File: config.mk
export PLATFORM = sky130hd
export DESIGN_NAME = uart_rx_ctrl
export DESIGN_NICKNAME = d
export VERILOG_FILES = /design/src/rtl/uart_pkg.sv /design/src/rtl/uart_bit_timer.sv /design/src/rtl/uart_rx_ctrl.sv
export SDC_FILE = /design/constraint.sdc
export NUM_CORES = 1
export LEC_CHECK = 0
export ABC_AREA = 1
export CAP_MARGIN = 25
export CORE_MARGIN = 3
export CORE_UTILIZATION = 53
export CTS_CLUSTER_DIAMETER = 150
export DETAILED_ROUTE_END_ITERATION = 7
export HOLD_SLACK_MARGIN = 0.05
export PLACE_DENSITY = 0.74
export SYNTH_ARGS = -nofsm -noshare
export SYNTH_HDL_FRONTEND = slang
export SYNTH_SLANG_ARGS = --single-unit
File: constraint.sdc
create_clock -name clk -period 4.25 [get_ports clk]
set_input_delay 1.275 -clock clk [delete_from_list [all_inputs] [get_ports clk]]
set_output_delay 1.275 -clock clk [all_outputs]
set_load 0.01 [all_outputs]
File: src/rtl/uart_pkg.sv
// Shared definitions for the UART receive path.
//   - FSM state encodings for uart_rx_ctrl (plain 3-bit constants).
//   - Default bit period for 9600 baud from a 50 MHz clock, and the data width.
// Optional feature macro: UART_RX_PARITY_EN adds the PARITY state encoding and
// the even-parity helper; without it the package describes an 8N1 receiver.
package uart_pkg;

    localparam int CLK_DIV_9600_50M = 5208;
    localparam int DATA_BITS        = 8;

    localparam logic [2:0] ST_IDLE   = 3'd0;
    localparam logic [2:0] ST_START  = 3'd1;
    localparam logic [2:0] ST_DATA   = 3'd2;
    localparam logic [2:0] ST_STOP   = 3'd3;
`ifdef UART_RX_PARITY_EN
    localparam logic [2:0] ST_PARITY = 3'd4;

    function automatic logic even_parity(input logic [DATA_BITS-1:0] d);
        return ^d;
    endfunction
`endif

endpackage

File: src/rtl/uart_bit_timer.sv
// Bit-period timer for the UART receiver.
// Counts 0..CLK_DIV-1 while enabled and wraps; sits at 0 while disabled so
// every frame starts timing from a known point. mid_tick marks the middle of
// each bit period (count == CLK_DIV/2), once per period.
// Ports:
//   clk      in   system clock
//   rst_n    in   asynchronous active-low reset
//   en       in   count enable (receiver busy)
//   mid_tick out  one-cycle strobe at the bit centre
module uart_bit_timer
    import uart_pkg::*;
#(
    parameter int CLK_DIV = CLK_DIV_9600_50M
) (
    input  logic clk,
    input  logic rst_n,
    input  logic en,
    output logic mid_tick
);

    localparam int CW = (CLK_DIV > 1) ? $clog2(CLK_DIV) : 1;
    localparam logic [CW-1:0] CNT_LAST = CW'(CLK_DIV - 1);
    localparam logic [CW-1:0] CNT_MID  = CW'(CLK_DIV / 2);

    logic [CW-1:0] cnt_q, cnt_d;

    always_comb begin
        cnt_d = '0;
        if (en) begin
            cnt_d = (cnt_q == CNT_LAST) ? '0 : cnt_q + 1'b1;
        end
    end

    always_ff @(posedge clk or negedge rst_n) begin
        if (!rst_n) begin
            cnt_q <= '0;
        end else begin
            cnt_q <= cnt_d;
        end
    end

    assign mid_tick = en && (cnt_q == CNT_MID);

endmodule

File: src/rtl/uart_rx_ctrl.sv
// UART receiver with a valid/ready byte output.
// The rx line is synchronised, a start edge launches the bit timer, and each
// bit is sampled at its centre. Completed bytes are handed off through
// rx_data/rx_valid; a bad stop (or parity) bit pulses frame_err, and a good
// byte arriving while the previous one is still unaccepted pulses overrun.
// Ports:
//   clk, rst_n  clock, asynchronous active-low reset
//   rx          asynchronous serial input, idles high
//   rx_data     received byte, stable while rx_valid
//   rx_valid    byte available, held until rx_ready
//   rx_ready    consumer accept
//   frame_err   one-cycle pulse on a bad frame
//   overrun     one-cycle pulse when a good byte is dropped
//   busy        high whenever a frame is in progress
// Optional feature macro: UART_RX_PARITY_EN (8E1 with a PARITY state);
// undefined builds a plain 8N1 receiver.
//
// state   | meaning
// IDLE    | waiting for a 1->0 edge on the synchronised line
// START   | timing to the start-bit centre; high there means a glitch
// DATA    | sampling 8 data bits LSB first at each bit centre
// PARITY  | sampling the even-parity bit (UART_RX_PARITY_EN only)
// STOP    | sampling the stop bit, then delivering or discarding the byte
module uart_rx_ctrl
    import uart_pkg::*;
#(
    parameter int CLK_DIV     = CLK_DIV_9600_50M,
    parameter int SYNC_STAGES = 2
) (
    input  logic                 clk,
    input  logic                 rst_n,
    input  logic                 rx,
    output logic [DATA_BITS-1:0] rx_data,
    output logic                 rx_valid,
    input  logic                 rx_ready,
    output logic                 frame_err,
    output logic                 overrun,
    output logic                 busy
);

    localparam int BCW = $clog2(DATA_BITS);

    logic [SYNC_STAGES-1:0] sync_q, sync_d;
    logic                   rx_s_prev_q, rx_s_prev_d;
    logic                   rx_s, rx_fall, mid_tick, stop_bad;
    logic [2:0]             state_q, state_d;
    logic [DATA_BITS-1:0]   shift_q, shift_d;
    logic [BCW-1:0]         bit_cnt_q, bit_cnt_d;
    logic [DATA_BITS-1:0]   rx_data_q, rx_data_d;
    logic                   rx_valid_q, rx_valid_d;
    logic                   frame_err_q, frame_err_d;
    logic                   overrun_q, overrun_d;
`ifdef UART_RX_PARITY_EN
    logic                   parity_err_q, parity_err_d;
`endif

    // Synchroniser chain; resets to idle-high so reset never fakes a start.
    always_comb begin
        sync_d      = {sync_q[SYNC_STAGES-2:0], rx};
        rx_s_prev_d = rx_s;
    end

    assign rx_s    = sync_q[SYNC_STAGES-1];
    assign rx_fall = rx_s_prev_q && !rx_s;
    assign busy    = (state_q != ST_IDLE);

`ifdef UART_RX_PARITY_EN
    assign stop_bad = !rx_s || parity_err_q;
`else
    assign stop_bad = !rx_s;
`endif

    uart_bit_timer #(
        .CLK_DIV (CLK_DIV)
    ) u_bit_timer (
        .clk      (clk),
        .rst_n    (rst_n),
        .en       (busy),
        .mid_tick (mid_tick)
    );

    always_comb begin
        state_d     = state_q;
        shift_d     = shift_q;
        bit_cnt_d   = bit_cnt_q;
        rx_data_d   = rx_data_q;
        rx_valid_d  = rx_valid_q;
        frame_err_d = 1'b0;
        overrun_d   = 1'b0;
`ifdef UART_RX_PARITY_EN
        parity_err_d = parity_err_q;
`endif

        if (rx_valid_q && rx_ready) begin
            rx_valid_d = 1'b0;
        end

        case (state_q)
            ST_IDLE: begin
                bit_cnt_d = '0;
                if (rx_fall) begin
                    state_d = ST_START;
                end
            end
            ST_START: begin
                if (mid_tick) begin
                    state_d = rx_s ? ST_IDLE : ST_DATA;
                end
            end
            ST_DATA: begin
                if (mid_tick) begin
                    shift_d   = {rx_s, shift_q[DATA_BITS-1:1]};
                    bit_cnt_d = bit_cnt_q + 1'b1;
                    if (bit_cnt_q == BCW'(DATA_BITS - 1)) begin
`ifdef UART_RX_PARITY_EN
                        state_d = ST_PARITY;
`else
                        state_d = ST_STOP;
`endif
                    end
                end
            end
`ifdef UART_RX_PARITY_EN
            ST_PARITY: begin
                if (mid_tick) begin
                    parity_err_d = rx_s ^ even_parity(shift_q);
                    state_d      = ST_STOP;
                end
            end
`endif
            ST_STOP: begin
                if (mid_tick) begin
                    state_d = ST_IDLE;
                    if (stop_bad) begin
                        frame_err_d = 1'b1;
                    end else if (!rx_valid_q || rx_ready) begin
                        // An accept on this same cycle frees the slot for the new byte.
                        rx_data_d  = shift_q;
                        rx_valid_d = 1'b1;
                    end else begin
                        overrun_d = 1'b1;
                    end
                end
            end
            default: state_d = ST_IDLE;
        endcase
    end

    always_ff @(posedge clk or negedge rst_n) begin
        if (!rst_n) begin
            sync_q      <= '1;
            rx_s_prev_q <= 1'b1;
            state_q     <= ST_IDLE;
            shift_q     <= '0;
            bit_cnt_q   <= '0;
            rx_data_q   <= '0;
            rx_valid_q  <= 1'b0;
            frame_err_q <= 1'b0;
            overrun_q   <= 1'b0;
`ifdef UART_RX_PARITY_EN
            parity_err_q <= 1'b0;
`endif
        end else begin
            sync_q      <= sync_d;
            rx_s_prev_q <= rx_s_prev_d;
            state_q     <= state_d;
            shift_q     <= shift_d;
            bit_cnt_q   <= bit_cnt_d;
            rx_data_q   <= rx_data_d;
            rx_valid_q  <= rx_valid_d;
            frame_err_q <= frame_err_d;
            overrun_q   <= overrun_d;
`ifdef UART_RX_PARITY_EN
            parity_err_q <= parity_err_d;
`endif
        end
    end

    assign rx_data   = rx_data_q;
    assign rx_valid  = rx_valid_q;
    assign frame_err = frame_err_q;
    assign overrun   = overrun_q;

endmodule

## Word level (Yosys, flattened, before mapping)

Cells that the tools add are included.

| storage, ports and cells | value |
|---|---|
| flip-flop bits (word level) | 41 |
| latch bits | 0 |
| memory bits (writable) | 0 |
| memory bits (read-only) | 0 |
| input port bits | 4 |
| output and inout port bits | 12 |
| logic and storage cells | 59 |
| memories kept | 0 |

| cells by class | value |
|---|---|
| $add $sub $neg | 2 |
| $mul | 0 |
| divide/modulo/power cells | 0 |
| magnitude comparators | 0 |
| eq/ne operators | 11 |
| shift-type cells | 0 |
| multiplexer cells | 23 |
| bitwise operators | 0 |
| reduce and logical (&&, ||, !) cells | 13 |

Operators with widths:

| cell | count |
|---|---|
| $mux 13 | 2 |
| $mux 3 | 6 |
| $add 13x1->13 const B | 1 |
| $eq 13x12->1 const B | 1 |
| $eq 13x13->1 const B | 1 |
| $mux 1 | 12 |
| $pmux 3 s4 | 1 |
| $ne 2x2->1 const B | 5 |
| $eq 3x2->1 const B | 2 |
| $pmux 3 s2 | 1 |
| $reduce_and 5->1 | 1 |
| $reduce_and 2->1 | 2 |
| $reduce_and 4->1 | 1 |
| $add 3x1->3 const B | 1 |
| $eq 3x1->1 const B | 1 |
| $eq 3x3->1 const B | 1 |
| $logic_and 1x1->1 | 3 |
| $logic_not 3->1 | 1 |
| $reduce_bool 3->1 | 1 |
| $logic_not 1->1 | 2 |
| $mux 2 | 1 |
| $reduce_bool 2->1 | 1 |
| $logic_or 1x1->1 | 1 |

## Longest topological paths before layout

Gate-level depths: netlist (run 1).

| logic depth | value |
|---|---|
| depth in word-level cells | 6 |
| gate-level depth with buffers | 10 |
| mapped depth without buffers | 10 |

## Cells and area by module

Synthesis (run 1) repeated with hierarchy kept, for this count alone.

| second synthesis, totals | value |
|---|---|
| cell total of the unflattened synthesis | 226 |
| area, all modules | 1903.1 um2 |

Modules (own cells, without submodules):

| module | times used | cells an instance | area an instance (um2) | sequential area each (um2) |
|---|---|---|---|---|
| uart_rx_ctrl | 1 | 116 | 1132.3 | 679.4 |
| uart_bit_timer | 1 | 110 | 770.7 | 325.3 |

## Least setup slack after synthesis (run 1)

OpenSTA, ideal clock, no wires.

| timing | value |
|---|---|
| path type | register -> output |
| start | register state_q[0] |
| end | output busy |
| arrival time | 728 ps |
| setup slack | 2247 ps |
| cell stages (with the launch flop) | 4 |
| path buffers | 1 |
| cells stage by stage | dfrtp_1 > inv_2 > nand2_2 > buf_6 |

| on the way | value |
|---|---|
| cells in the longest elaborated chain, start to end | 1 |

Ends and longest elaborated chain:

| element | line | RTL |
|---|---|---|
| start, declared | uart_rx_ctrl.sv:46 | `logic [2:0] state_q, state_d;` |
| start signal, assigned | uart_rx_ctrl.sv:166 | `state_q <= state_d;` |
| $reduce_bool 3->1 | uart_rx_ctrl.sv:65 | `assign busy = (state_q != ST_IDLE);` |
| end, declared | uart_rx_ctrl.sv:38 | `output logic busy` |

Every way passes these cells.

## Worst setup path after layout (run 1)

Ends and elaborated chain as after synthesis.

==> results of run 1 <==
-- sequential cells by signal, summed over array words and instances (netlist names) --
name / cells
bit_cnt_q: 3
frame_err: 1
overrun: 1
rx_data: 8
rx_s_prev_q: 1
rx_valid: 1
shift_q: 8
state_q: 2
sync_q: 2
u_bit_timer.cnt_q: 13
-- cells by family (layout without fill, tap and decap cells) --
logic type,count (synthesis),after routing,share of synthesized area [%]
AOI/OAI and AO/OA,5,5,1.36
xor gates and xnor gates,4,4,1.82
adders and majority gates,4,4,2.60
buffers and inverters,26,42,6.10
DFF,40,40,52.1
and+or+nand+nor,156,156,36.0
-- worst min-delay path by stage --
stage                          end  slack (ns)
2_1_floorplan  sync_q[1]$_DFF_PN1_        0.35
3_3_place_gp   sync_q[1]$_DFF_PN1_        0.35
3_5_place_dp   sync_q[1]$_DFF_PN1_        0.35
4_1_cts        sync_q[1]$_DFF_PN1_        0.37
5_1_grt        sync_q[1]$_DFF_PN1_        0.37
6_report       sync_q[1]$_DFF_PN1_        0.36
-- worst max-delay path, stage by stage, from the launching register on --
cell,delay [ns]
dfrtp_1,0.46
inv_2,0.16
nand2_2,0.24
clkdlybuf4s50_1,0.59
-- layout by cell type (no fill, tap or decap), types with 2 or more instances in the layout --
cell / Yosys / layout
inv_2: 7 / 7
xor2_1: 4 / 4
nor2_2: 3 / 3
dfstp_2: 3 / 3
ha_1: 4 / 4
clkdlybuf4s50_1: 0 / 14
dfrtp_1: 37 / 37
nand3_2: 2 / 2
nand2_1: 77 / 77
inv_1: 13 / 13
nand4_1: 9 / 9
clkbuf_4: 0 / 5
nand3_1: 22 / 22
nand3b_1: 2 / 2
o21ai_1: 3 / 3
nor2_1: 31 / 31
nor3_1: 4 / 4
-- final cells by class --
cell class                 count  area (µm²)
timing repair buffer          15         145
tap                           46        57.6
clock inverter                 1        5.00
clock buffer                   6        41.3
sequential                    40        1000
fill                         298        1280
inverter                      20        75.1
multi-input combinational    169         806
-- power by group through the flow --
stage | logic [mW] | clock network [mW] | registers [mW]
2_1_floorplan | 0.136 | 0 | 0.442
3_3_place_gp | 0.165 | 0 | 0.451
3_5_place_dp | 0.170 | 0 | 0.453
4_1_cts | 0.170 | 0.184 | 0.445
5_1_grt | 0.195 | 0.202 | 0.452
6_report | 0.169 | 0.176 | 0.446
-- layer usage --
metal,up-vias,GRT usage (%),part of all wire (%)
li1,777,-,-
met1,666,28.3,52
met2,40,25.9,41
met3,7,5.10,5.7
met4,0,6.85,1.6
met5,-,0,0
-- per-stage QoR --
stage,total power [mW],cells,hold WS [ns]
after global routing,0.848,297,0.367
after global placement,0.616,290,0.347
after CTS,0.799,297,0.366
after detailed placement,0.623,290,0.349
after floorplan,0.577,235,0.345
final,0.790,297,0.363
==> summary.txt, run 1 <==
Run status
  • Status: completed

Synthesis
  • Post-synth top area cell: dfrtp_1
  • Post-synth EDFFs: 0
  • Most frequent cells after synthesis: nand2_1, dfrtp_1, nor2_1
  • Ranking of synthesized cells by area: dfrtp_1, nand2_1, nor2_1
  • Most common cell in the netlist: nand2_1
  • Number of distinct library cells after synthesis: 27
  • Mapped Avg Cell Area: 8.20 µm²
  • Seq/Total Area, Yosys: 52.1%
  • Synthesized area: roughly 1900 µm²
  • Yosys top cell area share: 48.0%
  • Synth warn: 0
  • #FFs+latches synth: 40
  • Syn nets: 243
  • Post-Syn Instances: 235
  • Asr flop ratio synth: 100%
  • Synth Flop Type: dfrtp_1

Floorplan
  • Die H: 66.3 µm
  • Die ar.: 4400 µm²
  • Initial Utilization: 56.4%
  • Core area: 3420 µm²
  • Top Ports: 16
  • Die W: around 66 µm
  • Rows: 21

CTS
  • Post-CTS setup buffer count: 0
  • # resized after CTS: 0
  • Reg clk slew, reported paths: 0.11 ns
  • CTS H-tree lvls: 2
  • Post-CTS Hold Buffers: 0
  • TritonCTS buffer count: 5
  • Num Clock Sinks: 40
  • Root Driver: clkbuf_4
  • Clock Tree Buf Depth: 2
  • Clk Latency, worst-skew pair: ~0.34 ns
  • TritonCTS clock tree: done

Hold path
  • Hold Path Class: flip-flop to flip-flop
  • Hold Path Stages: 0
  • Hold wc startpoint: sync_q[0]$_DFF_PN1_

Place
  • Dpl ws: 1.57 ns
  • DP HPWL: 2570 µm
  • Final GP Congestion: 0.890
  • IO Port Bufs: 15
  • Placed Area: 2090 µm²

GRT
  • First-pass GRT wire length: 6200 µm
  • Vias in the first global route: 1318
  • Initial antenna violation count: 0
  • Grt total ovfl: 0
  • Largest net degree at the start of global routing: 41
  • Overall global routing resource usage: 18.9%

Pwr
  • Cell leakage power: 1.09 nW
  • Clk network pwr share: ~22%
  • Max VDD drop: 240 µV
  • Combinational share of power: 21.4%
  • Pint: between 0.5 and 0.6 mW
  • Switching Fraction: between 30% and 40%
  • Part of the power in registers: a little under three fifths
  • NetSw: 0.264 mW
  • Power per cell area: 370 nW/µm²

Timing
  • RSZ-0062 raised after global routing: false
  • Clk_skew: 0.00857 ns
  • Final hold vios: 0
  • Fin crit period: 3.07 ns
  • Rel. slew slack: 43.2%
  • Final Max Tran Viols: 0
  • PnR worst setup slack: 1.18 ns
  • Final setup violation count: 0
  • FMAX: 0.326 GHz
  • Worst-Margin Slew: 0.852 ns
  • Setup tns final: 0 ns
  • Fin crit share: 72.2%

Routing
  • DR iter-0 viols: 144
  • WL/cell: ~12 µm
  • Drt drc: 0
  • Vias per inst: 5.02
  • Antenna Nets Post-Route: 0
  • Pre-antenna DRT Iters: 4
  • DR vias: 1490
  • Routed wire length: 3540 µm

Critical path
  • Worst path required time: between 2 and 3 ns
  • Max FO, Critical Path: 13
  • CP Launch Type: flip-flop
  • Crit path kind: flip-flop to primary output
  • Crit path DAT: 1.79 ns
  • Reg2Reg Capture Point: rx_data[1]$_DFFE_PN0P_
  • FF-to-FF path depth: 7
  • Setup crit end kind: primary output
  • Reg-to-reg startpoint: state_q[0]$_DFFE_PN0P_
  • CP Launch Point: state_q[0]$_DFFE_PN0P_
  • Reg2Reg Setup Slack: between 2 and 2.5 ns
  • Critical Path Sink: busy

Finish
  • Area grow syn2layout: 10.7%
  • ANT cells: 0
  • Core Util, Final: 62.5%
  • Share of cells above drive strength 1: ~10%
  • Net count, final: 259
  • Post-route cell area: 2130 µm²

Flow run
  • Max Cap Viol: 0
Note: power is estimated with default switching activity, not from simulation.
==> run 2: changes to the inputs <==
clock period = 3 ns   (was 4.25 ns; I/O delays follow)
==> run 2 against run 1 <==
  * First-iteration DRC count unchanged
  * Sequential share of layout area unchanged
  * Register-to-register slack got worse by 1.3 ns
  * Clock power increased by 40%
  * Critical path type unchanged
  * Sequential power increased by 41%
  * Via count increased by 0.27%
  * Global-route usage decreased by 0.30 points
  * Cell count unchanged
==> summary.txt, run 2 (synthesized netlist as in run 1, its figures left out) <==
Pwr
  • Switching Fraction: 33.3% (was 33.5%)
  • Part of the power in registers: 56.5% (was 56.4%)
  • Combinational share of power: 21.4% (about the same)
  • Pint: 0.745 mW (was 0.526 mW)
  • NetSw: 0.372 mW (was 0.264 mW)
  • Max VDD drop: 335 µV (was 240 µV)
  • Power per cell area: 523 nW/µm² (was 370 nW/µm²)
  • Cell leakage power: 1.09 nW (unchanged)
  • Tot Pwr: 1.12 mW (was 0.790 mW)
  • Clk network pwr share: 22.1% (was 22.2%)

Critical path
  • FF-to-FF path depth: 7 (unchanged)
  • CP max stage delay: 0.59 ns (about the same)
  • Top delay family on crit path: buffers and inverters (unchanged)
  • Worst Path Buf+Inv: 2 (unchanged)
  • Reg2Reg Capture Point: rx_data[1]$_DFFE_PN0P_ (unchanged)
  • Critical path depth: 3 (unchanged)
  • Worst path required time: 2.10 ns (was 2.97 ns)
  • Reg2Reg Setup Slack: 1.00 ns (was 2.25 ns)
  • Slowest stage cell on the critical path: clkdlybuf4s50_1 (unchanged)
  • Worst path cell trace: inv_2 > nand2_2 > clkdlybuf4s50_1 (unchanged)
  • Reg-to-reg startpoint: state_q[0]$_DFFE_PN0P_ (unchanged)
  • Crit path kind: flip-flop to primary output (unchanged)
  • Setup crit end kind: primary output (unchanged)
  • Crit path DAT: 1.79 ns (about the same)
  • Critical Path Sink: busy (unchanged)
  • CP Launch Point: state_q[0]$_DFFE_PN0P_ (unchanged)
  • CP Launch Type: flip-flop (unchanged)
  • Max FO, Critical Path: 13 (unchanged)

Hold path
  • Hold Path Class: flip-flop to flip-flop (unchanged)

GRT
  • Vias in the first global route: 1340 (was 1318)
  • Largest net degree at the start of global routing: 41 (unchanged)
  • Grt total ovfl: 0 (unchanged)
  • Initial antenna violation count: 0 (unchanged)
  • Overall global routing resource usage: 18.6% (was 18.9%)
  • First-pass GRT wire length: 6200 µm (about the same)

CTS
  • TritonCTS buffer count: 5 (unchanged)
  • # resized after CTS: 0 (unchanged)
  • Num Clock Sinks: 40 (unchanged)
  • Post-CTS Hold Buffers: 0 (unchanged)
  • TritonCTS clock tree: done (unchanged)
  • Root Driver: clkbuf_4 (unchanged)
  • Clk Latency, worst-skew pair: 0.34 ns (about the same)
  • Reg clk slew, reported paths: 0.11 ns (about the same)
  • CTS H-tree lvls: 2 (unchanged)
  • Clock Tree Buf Depth: 2 (unchanged)
  • Post-CTS setup buffer count: 0 (unchanged)

Floorplan
  • Core area: 3420 µm² (unchanged)
  • Initial Utilization: 56.4% (unchanged)
  • Die ar.: 4400 µm² (unchanged)
  • Rows: 21 (unchanged)
  • Die H: 66.3 µm (unchanged)
  • Top Ports: 16 (unchanged)
  • Die W: 66.3 µm (unchanged)

Finish
  • Area grow syn2layout: 10.7% (unchanged)
  • Net count, final: 259 (unchanged)
  • Commonest non-fill, non-tap cells in the layout: nand2_1, dfrtp_1, nor2_1 (unchanged)
  • Post-route cell area: 2130 µm² (unchanged)
  • Most common cell after layout, fill and taps aside: nand2_1 (unchanged)
  • ANT cells: 0 (unchanged)
  • Share of cells above drive strength 1: 10.4% (unchanged)
  • Max reg flops: 13 (unchanged)
  • Register bank with the most flops: u_bit_timer.cnt_q (unchanged)

Place
  • Final GP Congestion: 0.890 (about the same)
  • IO Port Bufs: 15 (unchanged)
  • Placed Area: 2090 µm² (unchanged)
  • DP HPWL: 2550 µm (was 2570 µm)

Timing
  • Final hold vios: 0 (unchanged)
  • Clk_skew: 0.00667 ns (was 0.00857 ns)
  • Final Max Tran Viols: 0 (unchanged)
  • Rel. slew slack: 44.2% (was 43.2%)
  • FMAX: 0.372 GHz
  • Fin crit period: between 2 and 3 ns
  • Setup tns final: 0 ns (unchanged)
  • Fin crit share: 89.7%
  • Final setup violation count: 0 (unchanged)
  • RSZ-0062 raised after global routing: false (unchanged)
  • Worst hold slack: 0.362 ns (was 0.363 ns)
  • Worst-Margin Slew: 0.837 ns (was 0.852 ns)

Routing
  • Routed wire length: 3540 µm (about the same)
  • DR iter-0 viols: 144 (unchanged)
  • Drt drc: 0 (unchanged)
  • Vias per inst: 5.03 (was 5.02)
  • Pre-antenna DRT Iters: 7 (was 4)
  • DR vias: 1494 (was 1490)
  • WL/cell: 11.9 µm (about the same)
  • Antenna Nets Post-Route: 0 (unchanged)

Flow run
  • Max Cap Viol: 0 (unchanged)

Run status
  • Status: completed (unchanged)
run 2: cell counts in the layout (fill, tap and decap cells not counted):
No cell type changed its count.
run 2: power groups by stage:
stage / registers, mW / clock network [mW] / logic [mW]
after CTS: 0.631 / 0.255 / 0.241
after detailed placement: 0.641 / 0 / 0.239
after global placement: 0.639 / 0 / 0.233
final: 0.631 / 0.247 / 0.239
after global routing: 0.642 / 0.279 / 0.278
after floorplan: 0.626 / 0 / 0.192
run 2: worst min-delay path by stage:
| stage | startpoint | to | depth (start not counted) |
|---|---|---|---|
| 6_report | sync_q[0]$_DFF_PN1_ | sync_q[1]$_DFF_PN1_ | 0 |
| 5_1_grt | sync_q[0]$_DFF_PN1_ | sync_q[1]$_DFF_PN1_ | 0 |
| 4_1_cts | sync_q[0]$_DFF_PN1_ | sync_q[1]$_DFF_PN1_ | 0 |
| 3_5_place_dp | sync_q[0]$_DFF_PN1_ | sync_q[1]$_DFF_PN1_ | 0 |
| 3_3_place_gp | sync_q[0]$_DFF_PN1_ | sync_q[1]$_DFF_PN1_ | 0 |
| 2_1_floorplan | sync_q[0]$_DFF_PN1_ | sync_q[1]$_DFF_PN1_ | 0 |
run 2: layout make-up:
| type | count | area (µm²) |
|---|---|---|
| sequential | 40 | 1000 |
| clock inverter | 1 | 5.00 |
| fill | 290 | 1280 |
| clock buffer | 6 | 41.3 |
| multi-input combinational | 169 | 806 |
| timing repair buffer | 15 | 145 |
| tap | 46 | 57.6 |
| inverter | 20 | 75.1 |
run 2: metrics by stage:
step / setup slack [ns] / utilization, % / cells
after floorplan: 1.37 / - / 235
after global placement: 0.736 / 61.1 / 290
after detailed placement: 0.699 / 61.1 / 290
after CTS: 0.314 / 62.5 / 297
after global routing: 0.184 / 62.5 / 297
final: 0.309 / 62.5 / 297
run 2: per-layer routing:
layer / global-route usage [%] / wire length [µm]
met5: 0 / 0
met4: 6.35 / 44
met3: 4.59 / 228
met2: 25.7 / 1450
met1: 28.2 / 1810
==> variant 1: new RTL, flow settings as in run 1 <==
Set the package constant `CLK_DIV_9600_50M` to 1302 (it was 5208).
--- a/src/rtl/uart_pkg.sv
+++ b/src/rtl/uart_pkg.sv
@@ -7,3 +7,3 @@
 
-    localparam int CLK_DIV_9600_50M = 5208;
+    localparam int CLK_DIV_9600_50M = 1302;
     localparam int DATA_BITS        = 8;
Behaviour: same outputs for any inputs over 10 cycles, from zero or initial values and one cycle with rst_n low; that may be too few to reach the edited logic, so the function may still have changed.
==> variant 1 against run 1 <==
- sequential cell count down 2
- cell count down 8.1%
- total power up 5.0%
- fmax up 5.2%
- register-to-register slack better by 0.26 ns
- utilization up 2.7 points
- worst setup slack better by 0.15 ns
- combinational power down 8%
- die area down 7.0%
- synthesized area down 7.7%
- first-iteration DRC count up 17%
- wire length down 4.9%
- final area down 4.5%
- largest cell class unchanged
==> variant 1: results (changes against run 1) <==
status complete, no violations; layout cells sized above 1 0.1135 (+0.009951); final wirelength 3364 um (-4.9%); skew final 0.01278 ns (+0.004212 ns); fill count 268 (-10%); Post-synth top cells 77 x nand2_1, 35 x dfrtp_1, 25 x nor2_1; GP Congestion 0.8135 (-8.5%); clock transition at the registers of the reported paths 0.10 ns; YS warnings 0 (unchanged); Max VDD drop 0.0002568 V (+7.2%); Largest register FFs 11 (-2); cell leakage power 0.001035 uW (-5.1%); antenna violations before repair 0 (unchanged); Worst Tran Pin Value 0.8193 ns (-0.03302 ns); Cell variety after synth 26 (-3.7%); hpwl dp 2499 um (-2.6%); Clock Path Buffers 2 (unchanged); clk root buf clkbuf_4; syn nets 218 (-10%); # port buffers 15 (unchanged); sequential area share after synthesis 0.5362 (+0.01510); Hold Path Class flop to flop; Worst Setup SP state_q[0]; Nets 237 (-8.5%); Initial DRC Count 168 (+17%); vias in the first global route 1362 (+3.3%); first-pass GRT wire length 5989 um (-3.4%); All-Layer GR Usage 0.1853 (-0.003722); DP Worst Slack 1.648 ns (+0.07747 ns); Area contributors post-synth dfrtp_1 49%, nand2_1 16%, nor2_1 5.3%, dfstp_2 4.4%, nand3_1 4.2%; mean number of vias per cell 5.139 (+2.4%); data arrival time of the worst path 1.64 ns (-0.15 ns); largest net degree at the start of global routing 39 (-4.9%); crit-path max FO 8 (-5); ys flop type dfrtp_1; reg2reg start u_bit_timer.cnt_q[0]
## variant 1: cell count changes after synthesis, sizes merged, moves of 2 or more
| cell | run 1 | this run |
|---|---|---|
| nand3 | 24 | 16 |
| dfrtp | 37 | 35 |
| nor2 | 35 | 30 |
| o21ai | 4 | 2 |
| buf | 4 | 2 |
| nand3b | 2 | 0 |
| inv | 20 | 16 |
## variant 1: power breakdown
group          internal, uW  switching [uW]  total (uW)
clock                   137             110         247
sequential              390            37.3         427
combinational          54.3             101         155
## variant 1: worst paths after layout
path                                   endpoint  slack (ns)  depth (start not counted)
setup / recovery                           busy        1.33                          3
hold / removal                        sync_q[1]        0.36                          0
setup reg to reg                     shift_q[4]        2.51                          9
hold reg to reg                       sync_q[1]        0.36                          0
max in group asynchronous            rx_data[6]        2.70                          1
min in group asynchronous  u_bit_timer.cnt_q[2]        1.03                          1
## variant 1: worst max-delay path, stage by stage, from the launching register on
cell and delay, ns:
dfrtp_1 0.53, inv_2 0.12, nand2_4 0.12, clkdlybuf4s50_1 0.55
## variant 1: kinds of logic (layout without fill, tap and decap cells)
logic type / Yosys count / after routing / synth area share
compound gates: 4 / 4 / 0.01195
xor+xnor: 4 / 4 / 0.01968
fa+ha+maj: 4 / 4 / 0.02811
buf+inv: 20 / 39 / 0.04919
flops: 38 / 38 / 0.5362
simple gates: 140 / 140 / 0.3549
## variant 1: cell type report
cell class / instances / area share
Clock buffer: 6 / 0.02515
Clock inverter: 1 / 0.01472
Inverter: 17 / 0.03190
Multi-Input combinational cell: 152 / 0.3620
Sequential cell: 38 / 0.4681
Tap cell: 44 / 0.02699
Timing Repair Buffer: 15 / 0.07117
## variant 1: through the flow
step                      cells  area, um^2  power [uW]    util
after floorplan             210        1780       544.6       -
after global placement      266        1958       577.6  0.6260
after detailed placement    266        1958       588.4  0.6260
after CTS                   273        2039       833.4  0.6520
after global routing        273        2039       875.2  0.6520
final                       273        2039       829.6  0.6520
## variant 1: metal layers
layer / vias to the layer above / GRT usage / share of wire
met5: - / 0 / 0
met1: 675 / 0.2316 / 0.46
met3: 4 / 0.04921 / 0.032
met4: 0 / 0.05930 / 0.0071
met2: 23 / 0.3110 / 0.50
li1: 701 / - / -
==> variant 2: new RTL, flow settings as in run 1 <==
Without the edit above. Remove the register `frame_err_q`: a continuous assignment takes its place, so the output `frame_err` follows one clock earlier.
--- a/src/rtl/uart_rx_ctrl.sv
+++ b/src/rtl/uart_rx_ctrl.sv
@@ -157,3 +157,2 @@
             rx_valid_q  <= 1'b0;
-            frame_err_q <= 1'b0;
             overrun_q   <= 1'b0;
@@ -170,3 +169,2 @@
             rx_valid_q  <= rx_valid_d;
-            frame_err_q <= frame_err_d;
             overrun_q   <= overrun_d;
@@ -177,2 +175,4 @@
     end
+
+    assign frame_err_q = frame_err_d;
 
Function: same outputs for any inputs over 10 cycles, from zero or initial values and one cycle with rst_n low; that may be too few to reach the edited logic, so the function may still have changed.
==> variant 2 against run 1 <==
- wire length is 2.0% lower
- total power is 0.32% higher
- clock skew is 0.0016 ns lower
- utilization is 0.078 points higher
- sequential cell count is 1 lower
- synthesized area is 1.3% lower
- worst setup slack worse by 0.40 ns
- cell count stayed put
- final area is 0.65% lower
- critical endpoint is now frame_err
- largest cell class unchanged
==> variant 2: results (changes against run 1) <==
Area contributors post-synth dfrtp_1 47%, nand2_1 15%, nor2_1 6.1%, nand3_1 5.8%, dfstp_2 4.1%; post-synthesis adder-cell area fraction 0.02630 (+0.0003413); status complete, no violations; worst-skew pair later-pin latency 0.34 ns (about the same); reg2reg start state_q[0]; Cells after DPL 289 (-0.34%); skew final 0.006945 ns (-0.001622 ns); Nets 258 (-0.39%); All-Layer GR Usage 0.1916 (+0.002518); clock transition at the registers of the reported paths 0.12 ns; Compound-Gate Fraction of Synth Area 0.01381 (+0.0001792); Routed WL per cell 11.68 um (-2.0%); syn nets 242 (-0.41%); Largest register FFs 13 (unchanged); GP Congestion 0.8660 (-2.6%); cell count after synthesis 234 (-0.43%); data arrival time of the worst path 2.19 ns (+0.40 ns); Post-synth top cells 77 x nand2_1, 36 x dfrtp_1, 31 x nor2_1; cell leakage power 0.001075 uW (-1.4%); layout cells sized above 1 0.1116 (+0.007968); largest stage delay on the critical path 0.59 ns (about the same); hold path depth 0 (unchanged); largest reg by FF count u_bit_timer.cnt_q; Worst Tran Pin Value 0.8300 ns (-0.02233 ns); first-pass GRT wire length 6341 um (+2.2%); fill count 300 (+0.67%); hpwl dp 2530 um (-1.4%); top cell family by delay on the critical path buffers and inverters; xor and xnor area share after synthesis 0.01841 (+0.0002389); final wirelength 3468 um (-2.0%); # port buffers 15 (unchanged); crit-path max FO 13 (unchanged); Cell variety after synth 27 (unchanged); Async SR Flop Fraction 1.000 (unchanged); vias in the first global route 1375 (+4.3%); PostCTS Resize Cnt 0 (unchanged); Max VDD drop 0.0002954 V (+23%); Initial DRC Count 91 (-37%); largest net degree at the start of global routing 40 (-2.4%); mean number of vias per cell 5.047 (+0.60%); sequential area share after synthesis 0.5148 (-0.006297); Hold Crit Start sync_q[0]
## variant 2: power by group
part | internal, uW | switching (uW) | leakage [uW]
registers | 402 | 33.0 | 0.000524
clock network | 63.2 | 124 | 0.0000272
logic | 53.1 | 117 | 0.000524
total | 518 | 275 | 0.00108
## variant 2: logic make-up after synthesis
kind of cell,after synthesis
flops,39
xor+xnor,4
compound gates,5
simple gates,156
fa+ha+maj,4
buf+inv,26
## variant 2: cell type report
type,instances,share of cell area
inverter,20,0.03540
timing repair buffer,15,0.06844
clock inverter,3,0.009440
multi-input combinational,169,0.3799
sequential,39,0.4619
clock buffer,5,0.01770
tap,46,0.02714
## variant 2: path summary, 6_finish.rpt
kind	to	slack (ns)
worst max-delay path	frame_err	0.78
worst min-delay path	sync_q[1]	0.36
worst max register to register	rx_data[3]	2.28
worst min register to register	sync_q[1]	0.36
max in group asynchronous	overrun	2.71
min in group asynchronous	state_q[1]	1.02
## variant 2: metrics by stage
step	power (uW)	setup WS, ns	cell area, um^2	hold slack, ns
2_1_floorplan	567.5	1.792	1903	0.3452
3_3_place_gp	603.6	1.219	2063	0.3474
3_5_place_dp	613.8	1.165	2063	0.3488
4_1_cts	802.9	0.7458	2121	0.3591
5_1_grt	853.1	0.5357	2121	0.3541
6_report	792.8	0.7838	2121	0.3565
## variant 2: layer usage
layer  vias up  part of all wire  track usage
met4         0            0.0052      0.03886
met1       689              0.49       0.2764
met2        34              0.46       0.2891
met3         2             0.047      0.05272
met5         -                 0            0
li1        774                 -            -
